[config.mk]
export PLATFORM = sky130hd
export DESIGN_NAME = chip_io_bridge
export DESIGN_NICKNAME = d
export VERILOG_FILES = /design/src/rtl/chip_io_bridge.sv
export SDC_FILE = /design/constraint.sdc
export NUM_CORES = 1
export LEC_CHECK = 0
export CAP_MARGIN = 5
export CORE_ASPECT_RATIO = 0.5
export CORE_MARGIN = 2
export CORE_UTILIZATION = 50
export CTS_CLUSTER_DIAMETER = 200
export DETAILED_ROUTE_END_ITERATION = 16
export PLACE_DENSITY = 0.9
export SETUP_SLACK_MARGIN = 0.15
export SYNTH_ARGS = -nofsm -noshare
export SYNTH_HDL_FRONTEND = slang
export SYNTH_SLANG_ARGS = --single-unit
[constraint.sdc]
create_clock -name clock -period 4.9 [get_ports clock]
set_clock_uncertainty 0.2 [all_clocks]
set_input_delay 0.735 -clock clock [delete_from_list [all_inputs] [get_ports clock]]
set_output_delay 0.735 -clock clock [all_outputs]
set_load 0.05 [all_outputs]
[src/rtl/chip_io_bridge.sv]
// Pad-level bridge: collects strobed request beats into one wide cache request and
// streams each cache response back out as a fixed-length beat train.
module chip_io_bridge #(
  parameter int IO_W      = 12,
  parameter int NUM_CORES = 4,
  parameter int ADDR_W    = 16,
  parameter int DATA_W    = 32,
  localparam int CORE_W   = (NUM_CORES > 1) ? $clog2(NUM_CORES) : 1
) (
  input  logic              clock,
  input  logic              reset,
  input  logic [IO_W-1:0]   io_in,
  output logic [IO_W-1:0]   io_out,
  output logic              req_valid,
  input  logic              req_ready,
  output logic              req_rw,
  output logic [CORE_W-1:0] req_core,
  output logic [ADDR_W-1:0] req_addr,
  output logic [DATA_W-1:0] req_data,
  input  logic              resp_valid,
  output logic              resp_ready,
  input  logic [CORE_W-1:0] resp_core,
  input  logic [DATA_W-1:0] resp_data,
  output logic              rx_overflow
);

  localparam int IN_PAY    = IO_W - 1;
  localparam int OUT_PAY   = IO_W - 2;
  localparam int REQ_W     = 1 + CORE_W + ADDR_W + DATA_W;
  localparam int RSP_W     = CORE_W + DATA_W;
  localparam int REQ_BEATS = (REQ_W + IN_PAY - 1) / IN_PAY;
  localparam int RSP_BEATS = (RSP_W + OUT_PAY - 1) / OUT_PAY;
  localparam int RX_TOT    = REQ_BEATS * IN_PAY;
  localparam int TX_TOT    = RSP_BEATS * OUT_PAY;
  localparam int RXC_W     = $clog2(REQ_BEATS + 1);
  localparam int TXC_W     = $clog2(RSP_BEATS + 1);

  typedef enum logic {RX_COLLECT, RX_ISSUE} rx_state_t;
  typedef enum logic {TX_IDLE, TX_SEND} tx_state_t;

  rx_state_t          rx_state, rx_state_nxt;
  tx_state_t          tx_state, tx_state_nxt;
  logic [RXC_W-1:0]   rx_cnt;
  logic [TXC_W-1:0]   tx_cnt;
  logic [RX_TOT-1:0]  rx_asm, rx_asm_nxt;
  logic [REQ_W-1:0]   rx_pkt;
  logic [TX_TOT-1:0]  tx_sh, tx_pkt;
  logic               in_strobe;
  logic               rx_take, rx_last, rx_hs, rx_drop;
  logic               tx_load, tx_shift, tx_done;
  logic               out_valid, rx_busy;

  assign in_strobe = io_in[IO_W-1];

  // New beats enter at the top so that after the last beat, beat 0 sits at the LSBs.
  always_comb begin
    rx_asm_nxt = rx_asm >> IN_PAY;
    rx_asm_nxt[RX_TOT-1 -: IN_PAY] = io_in[IN_PAY-1:0];
  end

  assign rx_pkt = rx_asm_nxt[REQ_W-1:0];

  always_comb begin
    rx_state_nxt = rx_state;
    rx_take      = 1'b0;
    rx_last      = 1'b0;
    rx_hs        = 1'b0;
    rx_drop      = 1'b0;
    case (rx_state)
      RX_COLLECT: begin
        if (in_strobe) begin
          rx_take = 1'b1;
          if (rx_cnt == RXC_W'(REQ_BEATS - 1)) begin
            rx_last      = 1'b1;
            rx_state_nxt = RX_ISSUE;
          end
        end
      end
      RX_ISSUE: begin
        rx_drop = in_strobe;
        if (req_ready) begin
          rx_hs        = 1'b1;
          rx_state_nxt = RX_COLLECT;
        end
      end
      default: rx_state_nxt = RX_COLLECT;
    endcase
  end

  always_ff @(posedge clock) begin
    if (reset) begin
      rx_state    <= RX_COLLECT;
      rx_cnt      <= '0;
      rx_overflow <= 1'b0;
    end else begin
      rx_state <= rx_state_nxt;
      if (rx_hs)
        rx_cnt <= '0;
      else if (rx_take)
        rx_cnt <= rx_cnt + RXC_W'(1);
      if (rx_drop)
        rx_overflow <= 1'b1;
    end
  end

  always_ff @(posedge clock) begin
    if (rx_take)
      rx_asm <= rx_asm_nxt;
  end

  // Request fields must read as zero out of reset, so they are reset despite being data.
  always_ff @(posedge clock) begin
    if (reset) begin
      req_rw   <= 1'b0;
      req_core <= '0;
      req_addr <= '0;
      req_data <= '0;
    end else if (rx_last) begin
      req_rw   <= rx_pkt[0];
      req_core <= rx_pkt[CORE_W:1];
      req_addr <= rx_pkt[CORE_W+ADDR_W:CORE_W+1];
      req_data <= rx_pkt[REQ_W-1 -: DATA_W];
    end
  end

  assign req_valid = (rx_state == RX_ISSUE);
  assign rx_busy   = (rx_state == RX_ISSUE);

  always_comb begin
    tx_pkt = '0;
    tx_pkt[RSP_W-1:0] = {resp_data, resp_core};
  end

  always_comb begin
    tx_state_nxt = tx_state;
    tx_load      = 1'b0;
    tx_shift     = 1'b0;
    tx_done      = 1'b0;
    case (tx_state)
      TX_IDLE: begin
        if (resp_valid && resp_ready) begin
          tx_load      = 1'b1;
          tx_state_nxt = TX_SEND;
        end
      end
      TX_SEND: begin
        tx_shift = 1'b1;
        if (tx_cnt == TXC_W'(RSP_BEATS - 1)) begin
          tx_done      = 1'b1;
          tx_state_nxt = TX_IDLE;
        end
      end
      default: tx_state_nxt = TX_IDLE;
    endcase
  end

  // resp_ready is its own flop so that it stays low throughout reset.
  always_ff @(posedge clock) begin
    if (reset) begin
      tx_state   <= TX_IDLE;
      tx_cnt     <= '0;
      resp_ready <= 1'b0;
    end else begin
      tx_state   <= tx_state_nxt;
      resp_ready <= (tx_state_nxt == TX_IDLE);
      if (tx_load || tx_done)
        tx_cnt <= '0;
      else if (tx_shift)
        tx_cnt <= tx_cnt + TXC_W'(1);
    end
  end

  always_ff @(posedge clock) begin
    if (tx_load)
      tx_sh <= tx_pkt;
    else if (tx_shift)
      tx_sh <= tx_sh >> OUT_PAY;
  end

  assign out_valid = (tx_state == TX_SEND);
  assign io_out    = {out_valid, rx_busy, (out_valid ? tx_sh[OUT_PAY-1:0] : {OUT_PAY{1'b0}})};

endmodule

==> run_results.csv, run 1 <==
group,metric,value,unit
layout,final_common_cell,"clkdlybuf4s50_1",
worst_setup_path,path_max_fanout,17,
clock_tree,clk_pin_slew,0.06,ns
worst_setup_path,r2r-end,"req_addr[14]",
worst_setup_path,critPathRequiredTime,3.96,ns
timing,worst_pin_slew,1.165,ns
worst_setup_path,arrival,2.09,ns
synthesis,synth-simple-area-share,12.93,%
global_routing,grt_pass1_wl,16000,um
synthesis,synth.avg_cell_area,12.42,um2
pwr,swShare,21.78,%
hold_path,holdPathStages,0,
hold_path,worstHoldEndpoint,"rx_asm[28]",
clock_tree,cts_root_buf,"clkbuf_16",
hold_path,hp-class,"reg2reg",
pwr,p_leak,0.002350,uW
worst_setup_path,r2r_start,"rx_cnt[0]",
clock_tree,cts_hold_buf,0,
layout,nNetsFinal,574,
global_routing,overflow,0,
worst_setup_path,reg2reg_slack,2.52,ns
synthesis,synth_cell_types,25,
placement,routabilityCongestion,0.7245,
timing,slew_violations,0,
global_routing,grt_pass1_vias,3156,
floorplanning,die_y,75,um
floorplanning,io_pins,116,
run,maxCapViolations,0,
timing,finalSetupViolations,0,
clock_tree,clkLatencyLatePin,0.41,ns
pwr,switchingPower,595.4,uW
synthesis,synth_seq_area_share,70.69,%
synthesis,synthXorXnorAreaFrac,0,%
layout,final_cell_mix,"114 x clkdlybuf4s50_1, 106 x nand2_1, 78 x edfxtp_1",
pwr,seqPwrFrac,48.3,%
routing,wire_per_inst,15.75,um
timing,hold_violations,0,
layout,n_antenna_cell,0,
routing,vias,3335,
placement,dp_hpwl,6302,um
clock_tree,cts_max_path_buffers,2,
synthesis,ys_ff_latch,139,
synthesis,synth_fp_nets,461,
routing,postRouteAntennaNets,0,
pwr,p_total,2734,uW
routing,vias_per_cell,5.000,
timing,whs,0.2437,ns
pwr,power_density,401.0,nW/um2
worst_setup_path,r2r_cells,6,
layout,final_cell_area,6817,um2
worst_setup_path,worstSetupStartpointType,"flop",
clock_tree,clock-sinks,139,
timing,clock.fmax,330.8,MHz
pwr,p_int,2138,uW
synthesis,netlist_area,5041,um2
floorplanning,start_util,52.32,%
pwr,comb_power_share,6.1,%
pwr,p_clk_share,45.5,%
floorplanning,die-area,10950,um2
routing,dr.pass1.iters,4,
clock_tree,cts_buffers,17,
placement,port-buffer-count,115,
layout,drive_above_1_share,10.15,%
synthesis,synth.area.mux_share,5.361,%
global_routing,grt_max_degree,62,
synthesis,synth_cells,406,
floorplanning,core,9634,um2
floorplanning,die_x,146,um
synthesis,synth_top_family_by_area,"simple AND/OR/NAND/NOR gates",
status,status,"complete, no violations",
clock_tree,cts_resized,0,
clock_tree,cts_tree,"built",
timing,rsz0062_at_grt,"no",
layout,fill_cells,659,
layout,area_delta_synth_final,35.22,%
timing,finalSetupTns,0,ns
global_routing,grt_usage,19.50,%
routing,drt_iter0_drc,231,
global_routing,antenna_found_initial,0,
clock_tree,post_cts_buffers,0,
synthesis,synthAdderAreaFrac,1.241,%
timing,fin_crit,3.023,ns
clock_tree,cts_max_level,4,
routing,totalWireLength,10510,um
synthesis,ys.warnings.count,0,
timing,period_share,61.69,%
worst_setup_path,path_class,"reg2out",
synthesis,synth-compound-area-share,6.279,%
routing,drc,0,
hold_path,hold_path_startpoint,"rx_asm[39]",
worst_setup_path,endpoint_kind,"output pin",
pwr,vdd_drop_max,0.2779,mV
placement,place_area,6226,um2
timing,maxSlewHeadroom,22.33,%
floorplanning,core.rowCount,25,
## routing by layer
metal  up-vias  GRT usage (%)  share of wire (%)
met4         0          7.443                1.3
met2       121          32.81                 49
met1      1579          23.61                 44
met5         -              0                  0
li1       1622              -                  -
met3        13          7.455                6.3
## area by class of cell
class                      count  area [um2]  area share (%)
clock inverter                12       111.4           1.634
multi-input combinational    239        1310           19.22
sequential                   139        3563           52.28
tap                          135       168.9           2.478
inverter                       4       15.01          0.2203
clock buffer                  20       479.2           7.030
timing repair buffer         118        1169           17.14
## synth_stat cells
master	number	area share, %
dfxtp_1	61	24
nand3_4	1	0.35
inv_1	3	0.22
nor3_1	4	0.40
buf_2	6	0.60
nand4b_1	1	0.17
o21ai_0	2	0.20
mux2_1	9	2.0
and2_1	21	2.6
and4b_1	1	0.20
nor2_1	9	0.67
clkbuf_1	8	0.60
a211oi_1	1	0.15
buf_4	3	0.45
ha_1	5	1.2
nor3b_1	2	0.30
a21oi_1	58	5.8
inv_2	1	0.074
nand3_1	1	0.099
a2bb2oi_1	1	0.17
nor2b_1	2	0.25
buf_6	7	1.6
mux2_2	15	3.4
edfxtp_1	78	46
nand2_1	106	7.9
## through the flow
stage | setup slack, ns | cells | utilization (%)
2_1_floorplan | 1.490 | 406 | -
3_3_place_gp | 1.805 | 635 | 64.62
3_5_place_dp | 1.708 | 635 | 64.62
4_1_cts | 1.867 | 667 | 70.75
5_1_grt | 1.748 | 667 | 70.75
6_report | 1.877 | 667 | 70.75
## power groups by stage
stage	Clock [uW]	Combinational [uW]	Sequential (uW)
2_1_floorplan	0	89.9	1350
3_3_place_gp	0	161	1340
3_5_place_dp	0	166	1350
4_1_cts	1270	168	1320
5_1_grt	1320	179	1330
6_report	1250	167	1320
## flip-flops by register name, indices dropped and copies added, names as in the netlist
register and cells:
req_data 32, resp_ready 1, tx_cnt 3, rx_asm 44
req_valid 1, req_core 2, tx_sh 34, rx_cnt 3
rx_overflow 1, out_valid 1, req_rw 1, req_addr 16
## how the worst max path moves through the flow
stage / slack, ns / startpoint / endpoint
after global placement: 1.80 / io_in[11] / req_addr[4]
after detailed placement: 1.71 / io_in[11] / req_core[0]
after CTS: 1.87 / out_valid / io_out[3]
after floorplan: 1.49 / io_in[11] / rx_asm[11]
final: 1.88 / out_valid / io_out[3]
after global routing: 1.75 / out_valid / io_out[1]
## worst max-delay path, stage by stage, from the launching register on
cell	delay [ns]
dfxtp_1	0.66
and2_1	0.22
clkdlybuf4s50_1	0.80
## kinds of logic (layout without fill, tap and decap cells)
family	count (synthesis)	count (layout)
simple gates	148	148
fa+ha+maj	5	5
mux	24	24
flops	139	139
buf+inv	28	154
compound gates	62	62
No activity file was read; power rests on OpenSTA's default activity.
==> inputs of run 2 (changes only) <==
==> constraint.sdc (replaced) <==
create_clock -name clock -period 2.9 [get_ports clock]
set_clock_uncertainty 0.2 [all_clocks]
set_input_delay 0.435 -clock clock [delete_from_list [all_inputs] [get_ports clock]]
set_output_delay 0.435 -clock clock [all_outputs]
set_load 0.05 [all_outputs]
==> run 2 against run 1 <==
  * Hold slack lost 0.0010 ns
  * Clock power grew 72%
  * Die area is the same
  * Sequential share of layout area down 0.41 points
  * Combinational power grew 75%
  * Design area up 0.83%
  * Core utilization up 0.58 points
  * Global-route usage barely moved
  * Critical path type unchanged
  * Largest cell class unchanged
==> run_results.csv, run 2 (synthesized netlist as in run 1, its figures left out) <==
group,metric,value,unit
global_routing,grt_pass1_vias,3220,
layout,final_cell_mix,"114 x clkdlybuf4s50_1, 106 x nand2_1, 78 x edfxtp_1",
pwr,p_leak,0.002374,uW
run,maxCapViolations,0,
routing,drc,0,
placement,port-buffer-count,115,
timing,maxSlewHeadroom,55.82,%
floorplanning,core,9634,um2
clock_tree,cts_max_path_buffers,2,
clock_tree,clkLatencyLatePin,0.41,ns
layout,final_common_cell,"clkdlybuf4s50_1",
routing,vias,3383,
layout,largest_register_ffs,44,
routing,vias_per_cell,5.034,
floorplanning,io_pins,116,
layout,reg.largest.list,"rx_asm (44), tx_sh (34), req_data (32)",
routing,wire_per_inst,15.69,um
floorplanning,die_x,146,um
status,status,"complete, no violations",
routing,postRouteAntennaNets,0,
worst_setup_path,arrival,1.89,ns
layout,drive_above_1_share,10.24,%
worst_setup_path,endpoint_kind,"output pin",
layout,n_antenna_cell,0,
timing,rsz0062_at_grt,"no",
floorplanning,start_util,52.32,%
global_routing,overflow,0,
floorplanning,core.rowCount,25,
worst_setup_path,path_class,"reg2out",
clock_tree,clock-sinks,139,
clock_tree,clk_pin_slew,0.06,ns
hold_path,hold_path_startpoint,"rx_asm[49]",
clock_tree,cts_max_level,4,
clock_tree,cts_resized,0,
placement,routabilityCongestion,0.7343,
timing,setup_ws,0.3745,ns
worst_setup_path,startpoint,"out_valid",
timing,clock.fmax,396.0,MHz
timing,slew_violations,0,
worst_setup_path,path_max_fanout,17,
global_routing,grt_pass1_wl,16100,um
clock_tree,cts_tree,"built",
routing,totalWireLength,10550,um
worst_setup_path,r2r_start,"rx_cnt[0]",
timing,worst_pin_slew,0.6626,ns
clock_tree,post_cts_buffers,0,
placement,dp_hpwl,6508,um
placement,pre_cts_ws,0.6050,ns
timing,whs,0.2427,ns
hold_path,hp-class,"reg2reg",
floorplanning,die-area,10950,um2
timing,finalSetupTns,0,ns
clock_tree,cts_hold_buf,0,
timing,finalSetupViolations,0,
routing,dr.pass1.iters,4,
layout,area_delta_synth_final,36.34,%
clock_tree,cts_root_buf,"clkbuf_16",
pwr,power_density,679.7,nW/um2
layout,final_util,71.34,%
layout,largest_register,"rx_asm",
floorplanning,die_y,75,um
worst_setup_path,worstSetupStartpointType,"flop",
global_routing,grt_usage,19.54,%
routing,drt_iter0_drc,233,
timing,hold_violations,0,
global_routing,antenna_found_initial,0,
global_routing,grt_max_degree,53,
layout,nNetsFinal,579,
worst_setup_path,critPathRequiredTime,2.27,ns
timing,fin_crit,2.525,ns
clock_tree,cts_buffers,17,
timing,period_share,87.09,%
pwr,vdd_drop_max,0.4695,mV
layout,fill_cells,674,
run 2: changes by cell type in the layout (fill, tap and decap cells not counted):
cell and delta:
bufinv_16 +2, clkbuf_1 +5, clkbuf_16 -2, inv_6 -1
clkinv_4 -4, dfxtp_2 +1, buf_12 +2, inv_4 -1
dfxtp_1 -1, clkbuf_8 +1, buf_4 +3
run 2: report_power, final:
part | switching (uW) | internal, uW
registers | 37.6 | 2200
logic | 154 | 138
clock network | 774 | 1370
run 2: worst max-delay path, stage by stage, from the launching register on:
cell and delay [ns]:
dfxtp_2 0.49, and2_1 0.18, clkdlybuf4s50_1 0.80
run 2: final timing paths:
kind	to	slack [ns]	cells past startpoint
worst max-delay path	io_out[9]	0.37	2
worst min-delay path	rx_asm[38]	0.24	0
worst max register to register	req_data[4]	1.09	6
worst min register to register	rx_asm[38]	0.24	0
run 2: routing by layer:
metal	track usage, %	part of all wire (%)	vias to the layer above	wire length, um
met3	4.970	4.9	14	512
met5	0	0	-	0
met2	34.17	51	92	5339
met1	23.96	43	1650	4551
met4	8.414	1.4	0	144
li1	-	-	1627	-
run 2: final cells by class:
cell class	count	area, um2	area share [%]
multi-input cells	239	1310	19.06
flip-flops and latches	139	3565	51.87
repair buffers	123	1231	17.91
well taps	135	168.9	2.458
inverters	4	15.01	0.2185
clock buffers	24	461.7	6.718
clock inverters	8	121.4	1.766
run 2: through the flow:
step | total power (uW) | instance area (um2) | instances
final | 4672 | 6873 | 672
after global routing | 4821 | 6873 | 672
after CTS | 4701 | 6872 | 672
after detailed placement | 2564 | 6289 | 640
after global placement | 2547 | 6289 | 640
after floorplan | 2428 | 5044 | 406
==> patch 1: new RTL, flow settings as in run 2 <==
Register the output `rx_overflow` once more, cleared by the reset; this adds one clock of latency there. The other outputs are not delayed to match.
--- a/src/rtl/chip_io_bridge.sv
+++ b/src/rtl/chip_io_bridge.sv
@@ -38,4 +38,6 @@
   typedef enum logic {RX_COLLECT, RX_ISSUE} rx_state_t;
   typedef enum logic {TX_IDLE, TX_SEND} tx_state_t;
+
+  logic rx_overflow_s0;
 
   rx_state_t          rx_state, rx_state_nxt;
@@ -92,5 +94,5 @@
       rx_state    <= RX_COLLECT;
       rx_cnt      <= '0;
-      rx_overflow <= 1'b0;
+      rx_overflow_s0 <= 1'b0;
     end else begin
       rx_state <= rx_state_nxt;
@@ -100,5 +102,5 @@
         rx_cnt <= rx_cnt + RXC_W'(1);
       if (rx_drop)
-        rx_overflow <= 1'b1;
+        rx_overflow_s0 <= 1'b1;
     end
   end
@@ -181,4 +183,12 @@
   assign io_out    = {out_valid, rx_busy, (out_valid ? tx_sh[OUT_PAY-1:0] : {OUT_PAY{1'b0}})};
 
+  always_ff @(posedge clock) begin
+    if (reset) begin
+      rx_overflow <= '0;
+    end else begin
+      rx_overflow <= rx_overflow_s0;
+    end
+  end
+
 endmodule
 
Function: changed (Yosys sat finds a counterexample within 10 cycles, from zero or initial values and one cycle with reset high).
==> patch 1 against run 2 <==
Global-route usage about the same. Total power up 3.9%. Wire length down 1.2%. First-iteration DRC count down 29%. Fmax up 0.14%. Count of clock-buffer cells in the layout unchanged. Worst setup slack better by 0.0035 ns. Synthesized area up 0.52%. Sequential cell count up 1. Clock power up 7%. Final area up 1.3%. Worst hold slack better by 0.0037 ns. Cell count unchanged. Largest power group is now the clock network. Highest routed layer unchanged.
==> patch 1: results (changes against run 2) <==
| Metric | Value |
|---|---|
| Worst EP arrival | `1.89 ns (about the same)` |
| Total CTS buffers | `17 (unchanged)` |
| Met1 Use GR | `22.6% (-1.3 points)` |
| Clk slew on worst S/H paths | `0.06 ns (about the same)` |
| Fill cell count | `654 (-3.0%)` |
| WL final | `10400 um (-1.2%)` |
| VDD IR max | `527 uV (+12%)` |
| GRT Resource Usage Total | `19.6% (+0.026 points)` |
| First-pass GRT wire length | `16000 um (-0.34%)` |
| Post-CTS setup buffer count | `0 (unchanged)` |
| Area contributors post-synth | `edfxtp_1 46%, dfxtp_1 24%, nand2_1 7.9%` |
| Fraction of layout cells with a size suffix above 1 | `10.8% (+0.56 points)` |
| EDFF count, synth | `78 (unchanged)` |
| Leak | `0.00241 uW (+1.3%)` |
| Mapped Avg Cell Area | `12.4 um2 (about the same)` |
| Largest net degree at the start of global routing | `53 (unchanged)` |
| Initial antenna violation count | `0 (unchanged)` |
| Crit path max-delay cell type | `clkdlybuf4s50_1` |
| Main synth FF type | `edfxtp_1` |
| Clk_lat worst skew | `0.41 ns (about the same)` |
| Worst Hold Class | `reg -> reg` |
| Crit Path Max Fanout | `17 (unchanged)` |
| Post-DP HPWL | `6570 um (+0.95%)` |
| Grt met3 use | `5.45% (+0.48 points)` |
| Pint | `3870 uW (+4.4%)` |
| DR vias | `3343 (-1.2%)` |
| Clock Path Buffers | `2 (unchanged)` |
| CTS Hold Bufs | `0 (unchanged)` |
| 1st-pass router iterations | `5 (+1)` |
| Top cells by count, synth | `106 x nand2_1, 78 x edfxtp_1, 62 x dfxtp_1` |
| Grt met2 use | `34.7% (+0.58 points)` |
| CP max stage delay | `0.80 ns (about the same)` |
| Vias/cell | `4.97 (-1.2%)` |
| Yosys cell types | `25 (unchanged)` |
| Post-Syn Nets | `463 (+0.43%)` |
| Worst Setup SP | `out_valid$_SDFF_PP0_` |
| Cell count after placement | `640 (unchanged)` |
| Port Buffer Count | `115 (unchanged)` |
| Worst Min Path Start | `rx_asm[41]$_DFFE_PP_` |
| Ys Warns | `0 (unchanged)` |
| DR iter-0 viols | `166 (-29%)` |
| H-tree levels | `4 (unchanged)` |
| Vias in the first global route | `3257 (+1.1%)` |
| Clk root buf | `clkbuf_16` |
| Sequential fraction of the synthesis area | `70.7% (about the same)` |
| Status | `finished clean` |
| Slew headroom | `62.8% (+7.0 points)` |
| Reg-to-reg critical path startpoint | `rx_cnt[0]$_SDFFE_PP0P_` |
| Routability cong. | `0.727 (-0.99%)` |
[patch 1: changes by cell type in the layout (fill, tap and decap cells not counted), moves of 2 or more]
| cell | change |
|---|---|
| clkinv_2 | -2 |
| buf_4 | -3 |
| clkbuf_1 | -5 |
| clkbuf_8 | +4 |
| clkinvlp_4 | +2 |
[patch 1: cells by family (layout without fill, tap and decap cells)]
family | count (synthesis) | in the layout | synth area share (%)
muxes | 24 | 24 | 5.33
and+or+nand+nor | 149 | 149 | 13.0
adders and majority gates | 5 | 5 | 1.23
buffers and inverters | 28 | 157 | 3.48
DFF | 140 | 140 | 70.7
AOI/OAI and AO/OA | 62 | 62 | 6.25
[patch 1: cell type report]
cell class / count / area share [%]
clock buffers: 24 / 7.51
clock inverters: 8 / 1.81
inverters: 4 / 0.216
multi-input cells: 240 / 18.9
flip-flops and latches: 140 / 51.5
well taps: 135 / 2.43
repair buffers: 121 / 17.6
[patch 1: final timing paths]
check	slack, ns	end	cells after the start
setup reg to reg	1.12	req_addr[2]$_SDFFE_PP0P_	6
setup / recovery	0.38	io_out[1]	2
hold reg to reg	0.25	rx_asm[30]$_DFFE_PP_	0
hold / removal	0.25	rx_asm[30]$_DFFE_PP_	0
[patch 1: critical path: cells and delay by family, from the launching register on]
| kind | cells | cell delay [ns] |
|---|---|---|
| buffers and inverters | 1 | 0.80 |
| DFF | 1 | 0.49 |
| and+or+nand+nor | 1 | 0.18 |
[patch 1: what timing repair did]
| action | CTS | global route |
|---|---|---|
| endpoints found under the hold margin | 0 | 0 |
| gates resized for setup | 0 | 1 |
| endpoints found under the setup margin | 0 | 10 |
[patch 1: through the flow]
step	hold slack (ns)	cell area (um2)	power [uW]	util, %	worst slack [ns]
6_report	0.246	6960	4850	72.3	0.378
5_1_grt	0.249	6960	5000	72.3	0.293
4_1_cts	0.245	6960	4890	72.3	0.181
3_5_place_dp	0.234	6310	2580	65.5	0.624
3_3_place_gp	0.230	6310	2560	65.5	0.696
2_1_floorplan	0.226	5070	2440	-	0.467
[patch 1: layer usage]
metal  wire length (um)  vias up
met3                662       13
met5                  0        -
met2               5320      103
met4                165        0
met1               4270     1597
li1                   -     1630
[patch 1: power by group through the flow]
stage	clock network [uW]	registers (uW)	logic, uW
5_1_grt	2430	2250	313
3_5_place_dp	0	2290	291
2_1_floorplan	0	2290	152
6_report	2310	2250	290
3_3_place_gp	0	2280	282
4_1_cts	2350	2250	294
==> patch 2: new RTL, config.mk and constraints of run 2 <==
Without the edit above. Change the parameter `NUM_CORES` from 4 to 2.
--- a/src/rtl/chip_io_bridge.sv
+++ b/src/rtl/chip_io_bridge.sv
@@ -3,5 +3,5 @@
 module chip_io_bridge #(
   parameter int IO_W      = 12,
-  parameter int NUM_CORES = 4,
+  parameter int NUM_CORES = 2,
   parameter int ADDR_W    = 16,
   parameter int DATA_W    = 32,
Interface: changed (resized req_core and resp_core); port bits go from 116 to 114. The function was not compared with the original's and may differ.
==> patch 2 against run 2 <==
Sequential cell count shrank 2. Wire length is 3.3% lower. Worst setup slack got worse by 0.15 ns. Synthesized area shrank 1.5%. Register-to-register slack got worse by 0.11 ns. Final area is 0.95% lower. Utilization hardly changed. Via count down 2.7%. Total power increased by 0.30%. Largest power group unchanged. Highest routed layer unchanged.
==> patch 2: results (changes against run 2) <==
| Metric | Value |
|---|---|
| Fin nets | `569 (-1.7%)` |
| DR iter-0 viols | `229 (-1.7%)` |
| Worst Min Path Start | `rx_asm[25]$_DFFE_PP_` |
| Cell Pwr Density | `688 nW/um2 (+1.3%)` |
| Vias/cell | `4.97 (-1.3%)` |
| Sequential fraction of the synthesis area | `70.7% (about the same)` |
| Post-Syn Nets | `454 (-1.5%)` |
| First-pass GRT wire length | `16100 um (about the same)` |
| Vias in the first global route | `3236 (+0.50%)` |
| FF-to-FF End | `tx_sh[13]$_DFFE_PP_` |
| Endpoints failing setup | `0 (unchanged)` |
| Cell count after placement | `631 (-1.4%)` |
| GRT Resource Usage Total | `19.5% (about the same)` |
| Status | `finished clean` |
| Hold path depth | `0 (unchanged)` |
| Clock share of power | `46.9% (+1.0 points)` |
| Routability cong. | `0.707 (-3.7%)` |
| Area contributors post-synth | `edfxtp_1 47%, dfxtp_1 24%, nand2_1 7.9%` |
| Leak | `0.00236 uW (-0.52%)` |
| Reg2reg path depth | `3 (-3)` |
| Port Buffer Count | `113 (-1.7%)` |
| 1st-pass router iterations | `5 (+1)` |
| Largest registers | `rx_asm: 44 flops, tx_sh: 33 flops, req_data: 32 flops` |
| Largest net degree at the start of global routing | `52 (-1.9%)` |
| Post-DP HPWL | `6240 um (-4.0%)` |
| Top cells by count, synth | `104 x nand2_1, 77 x edfxtp_1, 60 x dfxtp_1` |
| VDD IR max | `528 uV (+12%)` |
| Dpl cell area | `6190 um2 (-1.6%)` |
| Pint | `3710 uW (+0.21%)` |
| Wirelength per Cell | `15.4 um (-2.0%)` |
| CP endpoint | `io_out[0]` |
| Worst EP arrival | `2.04 ns (+0.15 ns)` |
| Mapped Cells | `400 (-1.5%)` |
| DR vias | `3293 (-2.7%)` |
patch 2: changes by cell type after synthesis:
cell	run 2	this run
a21oi_1	58	57
mux2_1	9	1
nand2_1	106	104
dfxtp_1	61	60
edfxtp_1	78	77
mux2_2	15	22
patch 2: final cells by class:
type | count | area (um2)
inverter | 4 | 15.0
timing repair buffer | 120 | 1200
tap | 135 | 169
clock buffer | 22 | 507
fill | 628 | 2730
multi-input combinational | 235 | 1290
clock inverter | 10 | 114
sequential | 137 | 3510
patch 2: cell families after synthesis:
group,synth area share (%)
muxes,5.21
AOI/OAI and AO/OA,6.27
adders and majority gates,1.26
and+or+nand+nor,13.0
buffers and inverters,3.55
DFF,70.7
patch 2: layer usage:
layer / track usage, % / share of wire, %
met1: 24.0 / 42
met2: 33.4 / 52
met5: 0 / 0
met3: 6.44 / 5.2
met4: 6.93 / 0.74
patch 2: critical path, cell delays in order, from the launching register on:
cell and delay, ns:
dfxtp_1 0.62, and2_1 0.21, clkdlybuf4s50_1 0.80
